--- src/rtl/boot_loader_if.sv ---
// ============================================================================
// Module  : boot_loader_if
// Brief   : Byte-stream input, memory write port and status bundle of the
//           boot loader; slave = loader side, master = source/memory side.
// Rev     : 1.0  initial release
// ============================================================================
`default_nettype none

interface boot_loader_if #(
    parameter int AW = 12
) ();
    logic [7:0]    in_data;
    logic          in_valid;
    logic          in_last;
    logic          in_ready;
    logic [AW-1:0] mem_addr;
    logic [31:0]   mem_data;
    logic          mem_wen;
    logic          mem_rdy;
    logic          enable;
    logic          err;
    logic [31:0]   boot_sum;

    modport slave (
        input  in_data, in_valid, in_last, mem_rdy,
        output in_ready, mem_addr, mem_data, mem_wen, enable, err, boot_sum
    );

    modport master (
        output in_data, in_valid, in_last, mem_rdy,
        input  in_ready, mem_addr, mem_data, mem_wen, enable, err, boot_sum
    );
endinterface

`default_nettype wire

--- src/rtl/boot_loader.sv ---
// ============================================================================
// Module  : boot_loader
// Brief   : Packs a little-endian byte stream into 32-bit words, writes them
//           to memory, then raises the CPU run enable. Optional image
//           checksum enabled by macro BOOT_LOADER_CHECKSUM_EN.
// Rev     : 1.0  initial release
// ============================================================================
`default_nettype none

module boot_loader #(
    parameter int DEPTH = 4096,
    parameter int AW    = 12
) (
    input  wire logic     clk,
    input  wire logic     rst,
    boot_loader_if.slave  bus
);

    typedef enum logic [1:0] {
        S_LOAD  = 2'd0,
        S_WRITE = 2'd1,
        S_DONE  = 2'd2
    } state_t;

    // Index is one bit wider than the address so it can reach DEPTH == 2^AW
    localparam logic [AW:0] c_DEPTH_IDX = (AW+1)'(DEPTH);

    state_t        r_state;
    state_t        w_next;

    logic [1:0]    r_lane;
    logic [31:0]   r_word;
    logic [AW:0]   r_idx;
    logic          r_last;
    logic          r_err;
    logic          r_in_ready;
    logic          r_mem_wen;
    logic          r_enable;
    logic [AW-1:0] r_mem_addr;
    logic [31:0]   r_mem_data;

    logic          w_accept;
    logic          w_word_done;
    logic          w_ovf;
    logic          w_wr_done;
    logic [31:0]   w_byte_shift;
    logic [31:0]   w_word;

    assign w_accept     = (r_state == S_LOAD) && bus.in_valid;
    assign w_word_done  = w_accept && ((r_lane == 2'd3) || bus.in_last);
    assign w_ovf        = (r_idx == c_DEPTH_IDX);
    assign w_wr_done    = (r_state == S_WRITE) && bus.mem_rdy;
    assign w_byte_shift = {24'd0, bus.in_data} << {r_lane, 3'b000};
    assign w_word       = r_word | w_byte_shift;

    always_ff @(posedge clk or negedge rst) begin
        if (!rst) begin
            r_state <= S_LOAD;
        end else begin
            r_state <= w_next;
        end
    end

    always_comb begin
        w_next = r_state;
        case (r_state)
            S_LOAD: begin
                if (w_word_done) begin
                    if (!w_ovf) begin
                        w_next = S_WRITE;
                    end else if (bus.in_last) begin
                        w_next = S_DONE;
                    end
                end
            end
            S_WRITE: begin
                if (bus.mem_rdy) begin
                    w_next = r_last ? S_DONE : S_LOAD;
                end
            end
            S_DONE:  w_next = S_DONE;
            default: w_next = S_LOAD;
        endcase
    end

    // Handshake outputs are registered from the next state so they never glitch
    always_ff @(posedge clk or negedge rst) begin
        if (!rst) begin
            r_in_ready <= 1'b1;
            r_mem_wen  <= 1'b0;
            r_enable   <= 1'b0;
            r_lane     <= 2'd0;
            r_word     <= 32'd0;
            r_idx      <= '0;
            r_last     <= 1'b0;
            r_err      <= 1'b0;
            r_mem_addr <= '0;
            r_mem_data <= 32'd0;
        end else begin
            r_in_ready <= (w_next == S_LOAD);
            r_mem_wen  <= (w_next == S_WRITE);
            r_enable   <= (w_next == S_DONE);

            if (w_word_done) begin
                r_lane <= 2'd0;
                r_word <= 32'd0;
                if (w_ovf) begin
                    r_err <= 1'b1;
                end else begin
                    r_mem_addr <= r_idx[AW-1:0];
                    r_mem_data <= w_word;
                    r_last     <= bus.in_last;
                end
            end else if (w_accept) begin
                r_lane <= r_lane + 2'd1;
                r_word <= w_word;
            end

            if (w_wr_done) begin
                r_idx <= r_idx + 1'b1;
            end
        end
    end

    assign bus.in_ready = r_in_ready;
    assign bus.mem_wen  = r_mem_wen;
    assign bus.mem_addr = r_mem_addr;
    assign bus.mem_data = r_mem_data;
    assign bus.enable   = r_enable;
    assign bus.err      = r_err;

`ifdef BOOT_LOADER_CHECKSUM_EN
    logic [31:0] r_sum;

    always_ff @(posedge clk or negedge rst) begin
        if (!rst) begin
            r_sum <= 32'd0;
        end else if (w_wr_done) begin
            r_sum <= r_sum + r_mem_data;
        end
    end

    assign bus.boot_sum = r_sum;
`else
    assign bus.boot_sum = 32'd0;
`endif

endmodule

`default_nettype wire

--- src/flat_wrapper.sv ---
// flat-port wrapper written by rule: the top's interface ports become plain ports
module boot_loader_flat 
#(
    parameter int DEPTH = 4096,
    parameter int AW    = 12
)
  (clk, rst, bus_in_data, bus_in_valid, bus_in_last, bus_mem_rdy, bus_in_ready, bus_mem_addr, bus_mem_data, bus_mem_wen, bus_enable, bus_err, bus_boot_sum);
  boot_loader_if #(.AW(AW)) bus_i ();
  input  wire logic clk;
  input  wire logic rst;
  input wire logic [$bits(bus_i.in_data)-1:0] bus_in_data;
  input wire logic [$bits(bus_i.in_valid)-1:0] bus_in_valid;
  input wire logic [$bits(bus_i.in_last)-1:0] bus_in_last;
  input wire logic [$bits(bus_i.mem_rdy)-1:0] bus_mem_rdy;
  output wire logic [$bits(bus_i.in_ready)-1:0] bus_in_ready;
  output wire logic [$bits(bus_i.mem_addr)-1:0] bus_mem_addr;
  output wire logic [$bits(bus_i.mem_data)-1:0] bus_mem_data;
  output wire logic [$bits(bus_i.mem_wen)-1:0] bus_mem_wen;
  output wire logic [$bits(bus_i.enable)-1:0] bus_enable;
  output wire logic [$bits(bus_i.err)-1:0] bus_err;
  output wire logic [$bits(bus_i.boot_sum)-1:0] bus_boot_sum;
  assign bus_i.in_data = bus_in_data;
  assign bus_i.in_valid = bus_in_valid;
  assign bus_i.in_last = bus_in_last;
  assign bus_i.mem_rdy = bus_mem_rdy;
  assign bus_in_ready = bus_i.in_ready;
  assign bus_mem_addr = bus_i.mem_addr;
  assign bus_mem_data = bus_i.mem_data;
  assign bus_mem_wen = bus_i.mem_wen;
  assign bus_enable = bus_i.enable;
  assign bus_err = bus_i.err;
  assign bus_boot_sum = bus_i.boot_sum;
  boot_loader #(.DEPTH(DEPTH), .AW(AW)) u_core (.clk(clk), .rst(rst), .bus(bus_i));
endmodule
--- config.mk ---
export PLATFORM = sky130hd
export DESIGN_NAME = boot_loader_flat
export DESIGN_NICKNAME = d
export VERILOG_FILES = /design/src/rtl/boot_loader_if.sv /design/src/rtl/boot_loader.sv /design/src/flat_wrapper.sv
export SDC_FILE = /design/constraint.sdc
export NUM_CORES = 1
export LEC_CHECK = 0
export CAP_MARGIN = 10
export CORE_MARGIN = 5
export CORE_UTILIZATION = 35
export CTS_CLUSTER_DIAMETER = 50
export DETAILED_ROUTE_END_ITERATION = 7
export DONT_BUFFER_PORTS = 1
export GPL_ROUTABILITY_DRIVEN = 0
export SLEW_MARGIN = 20
export SYNTH_ARGS = -nofsm -noshare
export SYNTH_HDL_FRONTEND = slang
export SYNTH_SLANG_ARGS = --single-unit
--- constraint.sdc ---
create_clock -name clk -period 3 [get_ports clk]
set_input_delay 0.6 -clock clk [delete_from_list [all_inputs] [get_ports clk]]
set_output_delay 0.6 -clock clk [all_outputs]
set_load 0.02 [all_outputs]
* Word-level counts from Yosys, hierarchy flattened
Cells that the tools add are included.
** Cells by class
- $add $sub $neg :: 2
- Equal/unequal tests :: 6
- Shift-type cells :: 1
- Muxes and demuxes :: 10
- Bitwise gates (word level) :: 2
- Reductions and logical operators :: 9
** Operators by type and width (number)
- $mux 32 :: 2
- $or 32x32->32 :: 1
- $shl 8x5->32 :: 1
- $mux 2 :: 7
- $add 13x1->13 const B :: 1
- $eq 13x13->1 const B :: 1
- $eq 2x2->1 const B :: 3
- $pmux 2 s3 :: 1
- $eq 2x1->1 const B :: 2
- $logic_not 2->1 :: 2
- $reduce_and 2->1 :: 2
- $logic_and 1x1->1 :: 3
- $add 2x1->2 const B :: 1
- $reduce_bool 2->1 :: 1
- $logic_or 1x1->1 :: 1
- $not 1->1 :: 1
** Storage, ports and cells
- Flip-flop bits (word level) :: 98
- Output and inout bits :: 80
- Logic and storage cells :: 41

* Logic depth before layout (Yosys ltp)
Gate-level depths: netlist of run 1.
- Depth after elaboration :: 6
- Depth in mapped cells :: 8
- Mapped depth without buffers :: 6

* Least setup slack after synthesis of run 1
OpenSTA, ideal clock, no wires.
- Path kind :: input -> register
- From :: in bus_in_valid
- To :: reg u_core.r_mem_addr[0], in the netlist u_core.bus.mem_addr[0]
- Library setup time :: 125 ps
- Arrival time :: 1741 ps
- Setup slack :: 1134 ps
- Cell stages on the path :: 6
- Cell sequence :: or3b_1 > buf_6 > nor2_8 > nand2_4 > buf_6 > mux2_4
** Between the ends
- Longest elaborated chain between the ends :: 3
** Ends and longest elaborated chain
- start: declaration :: line flat_wrapper.sv:12 : input wire logic [$bits(bus_i.in_valid)-1:0] bus_in_valid;
- $logic_and 1x1->1 :: line boot_loader.sv:49 : assign w_accept = (r_state == S_LOAD) && bus.in_valid;
- $logic_and 1x1->1 :: line boot_loader.sv:50 : assign w_word_done = w_accept && ((r_lane == 2'd3) || bus.in_last);
- $reduce_and 2->1 (no line)
- end signal: assignment :: line boot_loader.sv:110 : r_mem_addr <= r_idx[AW-1:0];
- end: declaration :: line boot_loader.sv:39 : logic [AW-1:0] r_mem_addr;
Every way passes these cells.
A chain may end at the register's enable or synchronous reset.

* Worst setup path after layout of run 1
- From :: reg u_core.r_state[0]
- To :: reg u_core.r_mem_data[25], in the netlist u_core.bus.mem_data[25]
** Between the ends
- Longest elaborated chain between the ends :: 4
** Ends and longest elaborated chain
- start: declaration :: line boot_loader.sv:28 : state_t r_state;
- start signal: assignment :: line boot_loader.sv:60 : r_state <= w_next;
- $logic_not 2->1 :: line boot_loader.sv:49
- $logic_and 1x1->1 :: line boot_loader.sv:49
- $logic_and 1x1->1 :: line boot_loader.sv:50
- $reduce_and 2->1 (no line)
- end signal: assignment :: line boot_loader.sv:111 : r_mem_data <= w_word;
- end: declaration :: line boot_loader.sv:40 : logic [31:0] r_mem_data;
Every way passes these cells.

==> impl_summary.md, run 1 <==
Final layout
The count of inserted antenna diode cells is 0. The fraction of final layout cells sized beyond drive strength 1 is 0.1030. The top cell types in the final layout, fill and taps aside, are a21oi_1, dfrtp_1, nor2_1. Compared with the post-synthesis result, the final layout area differs by 5.978%. The most frequent standard cell in the layout excluding fill and tap cells is a21oi_1. Fill cells in the final layout number 1207.

The net total in the final layout is 409.

STA
The number of failing hold endpoints at the final stage came to 0. The max-slew violation total from the final report is 0. The setup TNS is 0 ns. The final hold slack is 0.09319 ns. Setup violations remaining at the end of the flow were counted as 0. Measured against its own limit, the worst slew margin works out to 0.5933.

Static timing analysis puts the maximum clock frequency at approximately 480 MHz. The worst clock skew is just under 0.01 ns. After layout, the minimum clock period comes to 2.086 ns.

Setup repair after global routing left no endpoint under its margin. Of the available clock period, the critical path in the final layout requires 0.6953. The slew at the pin closest to its max-slew limit is 0.6088 ns.

Floorplanning
between 90 and 100 I/O pins were placed. The y dimension of the die is about 120 um. The width of the die is 120.7 um. The core region is roughly 12000 um^2. In this run the core area contains 40 standard-cell rows. The initial standard-cell utilization of the core is 0.3572. The floorplan step defined a die boundary enclosing about 15000 um^2.

Status
The flow ran to the end, and the final reports show no timing, DRC or antenna violations.

Yosys
The average instance area after synthesis is approximately 11 um^2. Yosys mapped a number of flops with a built-in enable equal to 0. In the synthesized netlist the dominant register cell turns out to be dfrtp_1. For this run, the number of Yosys warnings is 0. The distinct cell type count of the synthesized netlist is between 40 and 50.

The share of synthesized flip-flops with an asynchronous set or reset is 1.000. The cell area that synthesis handed to floorplanning was 4290 um^2. The share of the Yosys chip area taken by registers is 0.5719. The flop and latch count out of synthesis is just under 100.

The cell count after synthesis came out at just over 400.

CTS
Clock latency on the worst-skew pair, taken at its later pin, is 0.35 ns. The number of setup buffers added after CTS is 0. No sink is reached through more buffers than the 2 on the longest clock path.

The H-tree depth is 3. The number of clock buffers inserted by TritonCTS is 9. TritonCTS built the clock tree. The number of buffers added to fix hold violations after cts is 1. In this run the clock root is driven by a clkbuf_16. Once the clock tree was built, the resizer swapped 0 gates to a different size. Clock-pin slew was measured on the worst setup and hold paths at around 0.070 ns. The clock net in this run drives a total of slightly below 100 sinks.

Worst setup path
The element type at the critical path start is a flop. The critical path launch point is u_core.r_state[0]. The critical register-to-register path startpoint is u_core.r_state[0]. The critical path data arrival time is ~2.4 ns. The worst register-to-register path has a setup slack of slightly above 0.9 ns. The length in cells of the worst reg-to-reg path is 5. In this design, the stage delay of the slowest critical-path cell is 0.61 ns. The setup path with the least slack is of type reg2reg.

The count of buffering cells on the critical path with inverters included is 1. The worst register-to-register path ends at u_core.bus.mem_data[25]. The worst setup path is captured at a flop.

The required time of the critical path is 3.27 ns. The worst-path cell with the longest stage delay is or3b_1. The most frequent cell on the critical path is a21oi_1.

Walking the worst path, the cells encountered are or3b_1, nor2_8, buf_4, a21oi_1, a21oi_1. The maximum fanout along the worst path is 32. The family of cells with the greatest summed delay on the critical path is simple AND/OR/NAND/NOR gates.

Global routing
Across every metal layer, demand over resource in global routing totals 0.1316. The first-pass GRT wire length is 15.01 mm. The number of antenna violations at the first check in global routing came to 0. The via count of the first global-routing pass is around 2700.

Entering global routing, the biggest net connects 98 pins. After global routing the overflow that remains totals 0.

Placed design
Once detailed placement completed, the half-perimeter wirelength came to a little over 6 mm. The count of buffers added on input and output ports is 0.

Route
The via total after detailed routing is roughly 2800. The number of routed nets with antenna violations is 0. The first-pass iteration count of the detailed router is 4.

The final routed DRC violation total is 0. The average wire per standard cell is about 17 um. Using the TritonRoute via totals, the vias-per-cell ratio works out to 5.105. For this block, the routed nets add up to 9.412 mm of wire. The detailed router finished its first iteration with 177 violations.

Min path
The class of the tightest hold or removal check is in2async.

Power
The leakage power is roughly 2.2 nW. The cell area power density is approximately 560 nW/um^2. The worst vdd rail ir drop is between 0.0003 and 0.0004 V.

Run
The reported max-cap violation count is 0.
-- cell families (layout without fill, tap and decap cells) --
kind of cell,count (synthesis),after routing,synth area share
AOI/OAI and AO/OA,138,138,0.1680
xor gates and xnor gates,12,12,0.02450
adders and majority gates,3,3,0.008750
buffers and inverters,68,28,0.09974
DFF,98,98,0.5719
muxes,9,9,0.02712
other,1,32,0.0008741
and+or+nand+nor,78,78,0.09915
-- sequential cells by signal, summed over array words and instances, names as in the netlist --
register and cells:
u_core.r_last 1, u_core.bus.in_ready 1, u_core.bus.mem_data 32, u_core.r_state 2
u_core.bus.mem_addr 12, u_core.r_idx 13, u_core.r_word 32, u_core.bus.enable 1
u_core.r_lane 2, u_core.bus.mem_wen 1, u_core.bus.err 1
-- per-stage QoR --
| step | instances | total power, mW | instance area (um^2) | utilization | worst slack, ns |
|---|---|---|---|---|---|
| finish | 545 | 2.537 | 4547 | 0.3785 | 0.9141 |
| global route | 545 | 2.627 | 4547 | 0.3785 | 0.7391 |
| floorplan | 438 | 1.452 | 4407 | - | 1.134 |
| global placement | 528 | 1.413 | 4230 | 0.3522 | 0.8397 |
| CTS | 545 | 2.566 | 4547 | 0.3785 | 0.8909 |
| detailed placement | 528 | 1.414 | 4230 | 0.3522 | 0.7726 |
-- per-layer routing --
metal,global-route usage,routed length [um]
met1,0.1700,4085
met4,0.04816,184
met3,0.05051,754
met2,0.2012,4388
met5,0,0
-- cell type report --
type,count,area (um^2),share of cell area
inverters,4,15.01,0.003302
clock buffers,11,252.7,0.05559
clock inverters,5,36.28,0.007980
well taps,147,183.9,0.04045
multi-input cells,272,1525,0.3354
repair buffers,8,80.08,0.01761
flip-flops and latches,98,2454,0.5396
-- cells in the mapped netlist (all sizes together), types with 4 or more instances --
library cell	count	area share
inv	4	0.0035
nor2	38	0.037
nor2b	5	0.0073
buf	46	0.078
nand2	10	0.010
a22o	4	0.0082
nand4	6	0.0087
clkbuf	18	0.018
mux2	9	0.027
dfrtp	97	0.57
a21oi	128	0.15
xnor2	9	0.018
-- worst register-to-register path: cells and delay by family (launching register included) --
family / cells / cell delay [ns]
AO/OA/AOI/OAI: 2 / 0.26
buffers and inverters: 1 / 0.38
flip-flops: 1 / 0.43
AND/OR/NAND/NOR: 2 / 0.96
-- worst max-delay path by stage --
stage	to	slack (ns)	cells after the start
after floorplan	u_core.bus.mem_addr[0]	1.13	6
after global placement	u_core.bus.mem_data[30]	0.84	5
after detailed placement	u_core.bus.mem_data[18]	0.77	5
after CTS	u_core.bus.mem_data[21]	0.89	5
after global routing	u_core.bus.mem_data[19]	0.74	5
final	u_core.bus.mem_data[25]	0.91	5
-- power by group --
group          switching (mW)  internal, mW
Combinational          0.0729        0.0140
Clock                   0.506         0.612
Sequential            0.00445          1.33
Total                   0.583          1.95
Note: power is estimated with default switching activity, not from simulation.
==> run 2: changes to the inputs <==
==> constraint.sdc (replaced) <==
create_clock -name clk -period 2.1 [get_ports clk]
set_input_delay 0.42 -clock clk [delete_from_list [all_inputs] [get_ports clk]]
set_output_delay 0.42 -clock clk [all_outputs]
set_load 0.02 [all_outputs]
==> run 2 against run 1 <==
Effect of this change: the flow now finishes with violations (hold timing); flip-flop and latch count unchanged; combinational power down 1%; core utilization up 0.41 points; register-to-register slack worse by 0.70 ns; via count up 1.4%; sequential share of layout area down 0.57 points; clock skew down 0.0019 ns; critical path depth unchanged; setup slack worse by 0.70 ns; die area unchanged; clock power up 44%; sequential power up 43%; critical endpoint is now u_core.bus.mem_data[23]; largest cell class unchanged.
==> impl_summary.md, run 2 (synthesis results as in run 1) <==
Status
The flow ran to the end, but the final reports show violations. The final reports fail on hold timing.

Power
The worst vdd rail ir drop is roughly 0.0005 V. The cell area power density is ~780 nW/um^2. For this design the static power due to leakage is roughly 2.3 nW.

Placed design
Buffers placed on the I/O ports in this run total 0. In this run, placement finished with an instance count of about 540. The total cell area at the placement stage is ~4300 um^2. After legalization and detailed placement, the total HPWL measured ~6.3 mm.

Worst setup path
The register-to-register path setup slack is 0.22 ns. The required time of the critical path is about 2.4 ns. Along the worst path, the maximum fanout reaches 32. The critical path data arrival time is around 2.2 ns.

The type of the setup path with the least slack is reg2reg. The element type at the critical path start is a flop. The delay of the slowest cell on the worst path is 0.50 ns. Traced cell by cell, the critical path runs through or3b_1, nor2_8, buf_4, a21oi_1, a21oi_1.

The worst setup path is captured at a flop. The slowest stage of the critical path is the or3b_1 cell. The most frequent cell on the critical path is a21oi_1.

CTS
Counting along the longest clock path gives a buffer depth of 2. The clock latency of the later-clocked register in the worst-skew pair is around 0.34 ns. The post-cts sizing count is 0.

The number of setup buffers added after CTS is 0. The number of clock buffers inserted by TritonCTS is 9. The H-tree depth is 3. The clock transition at the register clock pins on the worst setup and hold paths after CTS is 0.07 ns. The root buffer cell is clkbuf_16.

The clock tree from TritonCTS is built. The tree built by TritonCTS fans out to between 90 and 100 sinks.

Route
The first-pass iteration count of the detailed router is 4. In the routed layout, each cell is associated on average with a via count of between 5 and 6. The final routed DRC violation total is 0.

The final routed wirelength across all metal layers is around 9.5 mm. In this run the remaining antenna-violating nets after routing total 0. The via total after detailed routing is between 2000 and 3000. The average wire per standard cell is around 17 um. The detailed router finished its first iteration with 226 violations.

Floorplanning
The die covers around 15000 um^2. between 90 and 100 I/O pins were placed. The initial utilization of the core area, before any placement, comes to 0.3572. The y dimension of the die is 120.7 um. From left edge to right edge, the die measures ~120 um. The area of the core region is roughly 12000 um^2. The number of core rows is 40.

Final layout
The fraction of final layout cells sized beyond drive strength 1 is 0.1163. Leaving out fill and tap cells, the most frequent cell in the layout is a21oi_1. Leaving out filler cells and counting taps, the final layout contains between 500 and 600. The net count of the finished layout is between 400 and 500. The sequential cell area in the final layout is about 2500 um^2. The total area of multi-input combinational cells is about 1500 um^2. The area added between synthesis and finish is 7.116%. The final core area utilization is 0.3826. The total of fill cells in the finished design is 1199.

The number of antenna diodes in the final layout is 0. Leaving out fill and tap cells, the most frequent cells in the layout are a21oi_1, dfrtp_1, nor2_1. The cell area after layout is roughly 4600 um^2.

Run
The reported max-cap violation count is 0.

STA
The worst clock skew is slightly below 0.008 ns. The number of failing hold endpoints at the final stage was 98. Setup violations remaining at the end of the flow were counted as 0. The setup TNS is 0 ns. Headroom to the max-slew limit came out at 0.5637. The routed design could run at a clock period as short as between 1.5 and 2 ns. The highest attainable clock frequency is about 530 MHz. The slew at the pin closest to its max-slew limit is roughly 0.65 ns. The max-slew violation total from the final report came to 0. The final hold slack is -0.2316 ns. In the finished design, the share of the clock period the worst path needs comes to 0.8963. Setup repair after global routing left no endpoint under its margin.

Global routing
The sum of overflow across all layers after global routing is 0. Across every metal layer, demand over resource in global routing totals 0.1394. The first global-routing pass estimated ~16 mm of wire. The number of antenna violations at the first check in global routing is 0.

Entering global routing, the biggest net connects between 90 and 100 pins. The via count of the first global-routing pass is 2834.

Min path
The min-delay analysis places its worst path in the category in2async.
run 2: cell types whose count changed in the layout (fill, tap and decap cells not counted), sizes merged:
cell      delta
buf          +6
clkinvlp     +1
clkinv       -1
clkbuf       +1
inv          -1
run 2: final cells by class:
cell class,count,area share
clock inverters,4,0.007351
multi-input cells,272,0.3319
well taps,147,0.04002
flip-flops and latches,98,0.5339
clock buffers,12,0.05799
inverters,4,0.003267
repair buffers,14,0.02559
run 2: critical path, delay by kind of cell, from the launching register on:
kind                   cells  cell delay [ns]
AO/OA/AOI/OAI              2             0.28
buffers and inverters      1             0.36
flip-flops                 1             0.43
AND/OR/NAND/NOR            2             0.74
run 2: worst paths after layout:
| kind | to | cells past startpoint | startpoint |
|---|---|---|---|
| max | u_core.bus.mem_data[23] | 5 | u_core.r_state[0] |
| min | u_core.r_word[20] | 0 | rst |
| max reg2reg | u_core.bus.mem_data[23] | 5 | u_core.r_state[0] |
| min reg2reg | u_core.r_idx[12] | 1 | u_core.r_idx[12] |
| max in group asynchronous | u_core.bus.in_ready | 0 | rst |
| min in group clk | u_core.r_word[6] | 2 | bus_in_data[6] |
run 2: per-stage QoR:
stage,power (mW),hold slack (ns),setup WS [ns]
global placement,2.020,0.1278,0.2667
detailed placement,2.021,0.1273,0.2225
floorplan,2.075,0.1244,0.3835
finish,3.595,-0.2316,0.2179
global route,3.746,-0.2536,0.07534
CTS,3.650,-0.2439,0.2032
run 2: metal layers:
metal,up-vias,track usage,share of wire
met5,-,0,0
met4,0,0.03966,0.010
met3,8,0.05379,0.090
met2,101,0.2155,0.47
met1,1387,0.1827,0.42
li1,1326,-,-
run 2: power by group:
group	internal (mW)	switching [mW]	total (mW)
combinational	0.0146	0.0712	0.0858
sequential	1.90	0.00447	1.90
clock	0.909	0.700	1.61
